==> src/rtl/instruction_fetch_unit.sv <==
// rtl/instruction_fetch_unit.sv - RV32IM fetch stage with busywait imem port, stall hold buffer and redirect drain
// Optional feature macro: FETCH_MISALIGN_TRAP_EN (misaligned redirect traps into a FAULT state).
module instruction_fetch_unit (
    input  logic        CLK,
    input  logic        RESET,
    input  logic        STALL,
    input  logic        BRANCH_TAKEN,
    input  logic [31:0] BRANCH_TARGET,
    input  logic [31:0] IMEM_READDATA,
    input  logic        IMEM_BUSYWAIT,
    output logic [31:0] IMEM_ADDRESS,
    output logic        IMEM_READ,
    output logic [31:0] INSTRUCTION,
    output logic [31:0] PC,
    output logic [31:0] PC_PLUS_4,
    output logic        INSTR_VALID,
    output logic        FETCH_BUSY,
    output logic        MISALIGN_FAULT
);

    localparam logic [31:0] RESET_VECTOR = 32'h0000_0000;
    localparam logic [31:0] NOP_INSTR    = 32'h0000_0013;

    typedef enum logic [1:0] {
        ST_REQ   = 2'd0,
        ST_HOLD  = 2'd1,
        ST_DRAIN = 2'd2
`ifdef FETCH_MISALIGN_TRAP_EN
        ,ST_FAULT = 2'd3
`endif
    } state_t;

    state_t      state_q, state_d;
    logic [31:0] pc_next_q, pc_next_d;
    logic [31:0] req_addr_q, req_addr_d;
    logic [31:0] hold_instr_q, hold_instr_d;
    logic [31:0] hold_addr_q, hold_addr_d;
    logic [31:0] instr_q, instr_d;
    logic [31:0] pc_q, pc_d;
    logic [31:0] pc4_q, pc4_d;
    logic        valid_q, valid_d;
    logic        fault_pend_q, fault_pend_d;
    logic [31:0] target;
    logic        misaligned;
    logic        accept;

`ifdef FETCH_MISALIGN_TRAP_EN
    assign target     = BRANCH_TARGET;
    assign misaligned = |BRANCH_TARGET[1:0];
`else
    assign target     = {BRANCH_TARGET[31:2], 2'b00};
    assign misaligned = 1'b0;
`endif

    assign accept = (state_q == ST_REQ) && !IMEM_BUSYWAIT;

    always_comb begin
        state_d      = state_q;
        pc_next_d    = pc_next_q;
        req_addr_d   = req_addr_q;
        hold_instr_d = hold_instr_q;
        hold_addr_d  = hold_addr_q;
        instr_d      = instr_q;
        pc_d         = pc_q;
        pc4_d        = pc4_q;
        valid_d      = valid_q;
        fault_pend_d = fault_pend_q;
        if (BRANCH_TAKEN) begin
            instr_d      = NOP_INSTR;
            valid_d      = 1'b0;
            pc_next_d    = target;
            fault_pend_d = misaligned;
            // An outstanding request must complete before the target can be issued.
            if ((state_q == ST_REQ || state_q == ST_DRAIN) && IMEM_BUSYWAIT) begin
                state_d = ST_DRAIN;
            end else if (misaligned) begin
`ifdef FETCH_MISALIGN_TRAP_EN
                state_d = ST_FAULT;
`endif
            end else begin
                req_addr_d = target;
                state_d    = ST_REQ;
            end
        end else begin
            case (state_q)
                ST_REQ: begin
                    if (accept && STALL) begin
                        hold_instr_d = IMEM_READDATA;
                        hold_addr_d  = req_addr_q;
                        state_d      = ST_HOLD;
                    end else if (accept) begin
                        instr_d    = IMEM_READDATA;
                        pc_d       = req_addr_q;
                        pc4_d      = req_addr_q + 32'd4;
                        valid_d    = 1'b1;
                        pc_next_d  = req_addr_q + 32'd4;
                        req_addr_d = req_addr_q + 32'd4;
                    end
                end
                ST_HOLD: begin
                    if (!STALL) begin
                        instr_d    = hold_instr_q;
                        pc_d       = hold_addr_q;
                        pc4_d      = hold_addr_q + 32'd4;
                        valid_d    = 1'b1;
                        pc_next_d  = hold_addr_q + 32'd4;
                        req_addr_d = hold_addr_q + 32'd4;
                        state_d    = ST_REQ;
                    end
                end
                ST_DRAIN: begin
                    if (!IMEM_BUSYWAIT) begin
`ifdef FETCH_MISALIGN_TRAP_EN
                        if (fault_pend_q) begin
                            state_d = ST_FAULT;
                        end else begin
                            req_addr_d = pc_next_q;
                            state_d    = ST_REQ;
                        end
`else
                        req_addr_d = pc_next_q;
                        state_d    = ST_REQ;
`endif
                    end
                end
                default: begin
                    state_d = state_q;
                end
            endcase
        end
    end

    always_ff @(posedge CLK or posedge RESET) begin
        if (RESET) begin
            state_q      <= ST_REQ;
            pc_next_q    <= RESET_VECTOR;
            req_addr_q   <= RESET_VECTOR;
            hold_instr_q <= NOP_INSTR;
            hold_addr_q  <= 32'd0;
            instr_q      <= NOP_INSTR;
            pc_q         <= 32'd0;
            pc4_q        <= 32'd0;
            valid_q      <= 1'b0;
            fault_pend_q <= 1'b0;
        end else begin
            state_q      <= state_d;
            pc_next_q    <= pc_next_d;
            req_addr_q   <= req_addr_d;
            hold_instr_q <= hold_instr_d;
            hold_addr_q  <= hold_addr_d;
            instr_q      <= instr_d;
            pc_q         <= pc_d;
            pc4_q        <= pc4_d;
            valid_q      <= valid_d;
            fault_pend_q <= fault_pend_d;
        end
    end

    assign IMEM_ADDRESS = req_addr_q;
    assign IMEM_READ    = !RESET && (state_q == ST_REQ || state_q == ST_DRAIN);
    assign INSTRUCTION  = instr_q;
    assign PC           = pc_q;
    assign PC_PLUS_4    = pc4_q;
    assign INSTR_VALID  = valid_q;
    assign FETCH_BUSY   = (state_q == ST_REQ && IMEM_BUSYWAIT) || (state_q == ST_DRAIN);
`ifdef FETCH_MISALIGN_TRAP_EN
    assign MISALIGN_FAULT = (state_q == ST_FAULT);
`else
    assign MISALIGN_FAULT = 1'b0;
`endif

endmodule

==> config.mk <==
export PLATFORM = sky130hd
export DESIGN_NAME = instruction_fetch_unit
export DESIGN_NICKNAME = d
export VERILOG_FILES = /design/src/rtl/instruction_fetch_unit.sv
export SDC_FILE = /design/constraint.sdc
export NUM_CORES = 1
export LEC_CHECK = 0
export CELL_PAD_IN_SITES_DETAIL_PLACEMENT = 1
export CELL_PAD_IN_SITES_GLOBAL_PLACEMENT = 2
export CORE_MARGIN = 5
export CORE_UTILIZATION = 33
export CTS_BUF_LIST = sky130_fd_sc_hd__clkbuf_4 sky130_fd_sc_hd__clkbuf_8 sky130_fd_sc_hd__clkbuf_16
export DETAILED_ROUTE_END_ITERATION = 7
export GPL_TIMING_DRIVEN = 0
export PLACE_DENSITY_LB_ADDON = 0.15
export SYNTH_ARGS = -nofsm -noshare
export SYNTH_HDL_FRONTEND = slang
export SYNTH_SLANG_ARGS = --single-unit
export TNS_END_PERCENT = 10
==> constraint.sdc <==
create_clock -name CLK -period 9.05 [get_ports CLK]
set_input_delay 1.81 -clock CLK [delete_from_list [all_inputs] [get_ports CLK]]
set_output_delay 1.81 -clock CLK [all_outputs]
set_load 0.01 [all_outputs]
==> results_dict.tcl <==
set metrics [dict create \
    status "complete, no violations" \
    fin_skew_ns 0.01386 \
    grt_max_degree 99 \
    synth_top_flop_cell "dfrtp_1" \
    finalHoldViolations 0 \
    seqCellArea_sq_um 5638 \
    clk_latency_ns 0.55 \
    synthAdderAreaFrac_pct 0.5458 \
    drive_gt1_share_pct 10.86 \
    ctsResizeCount 0 \
    syn2layout_area_growth_pct 31.63 \
    multi_input_area_sq_um 5426 \
    crit_arrival_ns 3.76 \
    die_height_microns 196.4 \
    drt_first_pass_iters 6 \
    peakVddDrop_uv 162.5 \
    synth_compound_area_share_pct 16.44 \
    holdPathStages 1 \
    cts_made_buffers 28 \
    path_class "register to output port" \
    async_flop_share_pct 100.0 \
    powerDensity_nw_per_um2 356.9 \
    gp_congestion 0.9228 \
    crit_family "buffers and inverters" \
    place_ws_ns 3.938 \
    dr_total_vias 10402 \
    synth-seq-cells 225 \
    finalSetupViolations 0 \
    gr-total-overflow 0 \
    r2r-start "state_q[1]" \
    start_util_pct 33.26 \
    synth_warnings 0 \
    rows 68 \
    min_to "PC_PLUS_4[19]" \
    fmax_mhz 179.4 \
    nFillCells 3834 \
    cts.clk_slew.worst_paths_ns 0.06 \
    via_per_inst 5.605 \
    hp-class "register to register" \
    worstRegToRegCells 8 \
    cts_setup_buffers 0 \
    min_from "PC_PLUS_4[19]" \
    worst_slew_margin_rel_pct 23.11 \
    cp-start-kind "register" \
    p_leak_nw 6.143 \
    final_core_util_pct 43.79 \
    synth_most_common_cell "dfrtp_1" \
    cp_slowest_cell "clkbuf_1" \
    synth_xor_area_share_pct 3.973 \
    ant_nets 0 \
    r2r_end "PC[4]" \
    fin_area_sq_um 15090 \
    wl_per_cell_microns 25.38 \
    wirelength_microns 47100 \
    dieArea_sq_um 38560 \
    fin_crit_ns 5.573 \
    htreeDepth 1 \
    path_max_fanout 10 \
    die-width_microns 196.4 \
    drv_slew 0 \
    syn_nets 1223 \
    synth_top_family_by_area "compound AO/OA/AOI/OAI gates" \
    io_buffer_count 196 \
    synth.mux.area_fraction_pct 12.27 \
    setup_ws_ns 3.477 \
    postSynthAreaPerCell_sq_um 9.976 \
    crit_top_cell "clkbuf_1" \
    synth_top_area_cell "dfrtp_1" \
    rsz0062_at_grt "false" \
    cts_tree "done" \
    cp-end-kind "output port" \
    synth_cell_type_count 64 \
    yosys.area_share.simple_pct 13.87 \
    core_area_sq_um 34460 \
    synthTopCellsByCount "dfrtp_1, nand2_1, nor2_1" \
    antenna_found_initial 1 \
    netlist_area_sq_um 11460 \
    grt_usage_pct 23.64 \
    ios 201 \
    cts_root_buf "clkbuf_16" \
    clock_sinks 225 \
    crit_buf_inv 5 \
    tightestPinTransition_ns 1.144 \
    period_share_pct 61.58 \
    grt_pass1_wl_microns 70110 \
    netlist_instances 1149 \
    synth_edf_count 0 \
    grt_pass1_vias 10928 \
    yosysTopAreaCellShare_pct 47.81 \
    dp_hpwl_microns 33960 \
    slowest_delay_ns 0.65 \
    route.detailed.drc 0 \
    final_nets 1453 \
    clk_path_buf_depth 3 \
    p_total_mw 5.385 \
    holdBufCountCts 0 \
    synth_area_leaders "dfrtp_1, mux2_2, mux2i_1" \
    path_cells "inv_1 -> ha_1 -> clkbuf_1 -> clkbuf_1 -> clkbuf_1 -> nor2_1 -> nor2_1 -> clkdlybuf4s50_1" \
    seq_area_frac_synth_pct 49.19 \
    worstPathRequired_ns 7.24 \
    drv_cap 0 \
    reg2reg_slack_ns 5.33 \
    hold_ws_ns 0.4767 \
    placed_cell_area_sq_um 14100 \
    drt_iter0_markers 740 \
]
## per-layer routing
layer / GRT usage [%] / wire, microns / share of wire, % / vias to the layer above
met1: 32.53 / 20960 / 45 / 5294
met5: 0.3704 / 0 / 0 / -
li1: - / - / - / 4616
met2: 37.36 / 21140 / 45 / 399
met4: 6.905 / 1425 / 3.0 / 0
met3: 5.607 / 3572 / 7.6 / 93
## area by class of cell
cell class | count | area share [%]
Sequential cell | 225 | 37.37
Multi-Input combinational cell | 818 | 35.96
Timing Repair Buffer | 200 | 13.52
Clock buffer | 45 | 5.937
Tap cell | 455 | 3.773
Buffer | 94 | 2.496
Clock inverter | 6 | 0.5805
Inverter | 12 | 0.3483
Antenna cell | 1 | 0.01659
## layout by cell type (no fill, tap or decap), types with 16 or more instances in the layout
cell type,count
nor3_1,17
clkbuf_16,29
nand2_1,142
clkbuf_1,75
xor2_1,30
xnor2_1,22
nand4_1,22
mux2_2,64
clkdlybuf4s50_1,196
a21oi_1,62
dfrtp_1,219
a21o_1,26
a22oi_1,19
nand3_1,38
mux2i_1,67
a221o_1,16
nor2_1,79
o21ai_0,69
## sequential cells by signal, indices dropped and copies added (netlist names)
name and cells:
INSTRUCTION 32, hold_addr_q 32, state_q 2, PC_PLUS_4 30
IMEM_ADDRESS 32, PC 32, hold_instr_q 32, INSTR_VALID 1
pc_next_q 32
## how the worst max path moves through the flow
stage	slack, ns	start	endpoint	cells past startpoint
6_report	3.48	state_q[0]	IMEM_READ	8
5_1_grt	3.41	state_q[0]	IMEM_READ	8
4_1_cts	3.57	state_q[0]	IMEM_READ	8
3_5_place_dp	3.94	BRANCH_TAKEN	pc_next_q[27]	7
3_3_place_gp	-2.68	RESET	PC[5]	2
2_1_floorplan	1.09	RESET	IMEM_ADDRESS[0]	1
## report_power, final
group / total [mW] / switching (mW) / internal, mW
registers: 1.82 / 0.390 / 1.43
logic: 2.38 / 1.34 / 1.04
clock network: 1.19 / 0.456 / 0.731
## through the flow
step           setup TNS (ns)  std cells
2_1_floorplan               0       1149
3_3_place_gp          -582.53       1800
3_5_place_dp                0       1804
4_1_cts                     0       1855
5_1_grt                     0       1855
6_report                    0       1856
## kinds of logic after synthesis
| logic type | count (synthesis) |
|---|---|
| xor+xnor | 52 |
| buf+inv | 106 |
| compound gates | 283 |
| simple gates | 345 |
| flops | 225 |
| fa+ha+maj | 5 |
| mux | 132 |
| other cells | 1 |
No activity file was read; power rests on OpenSTA's default activity.
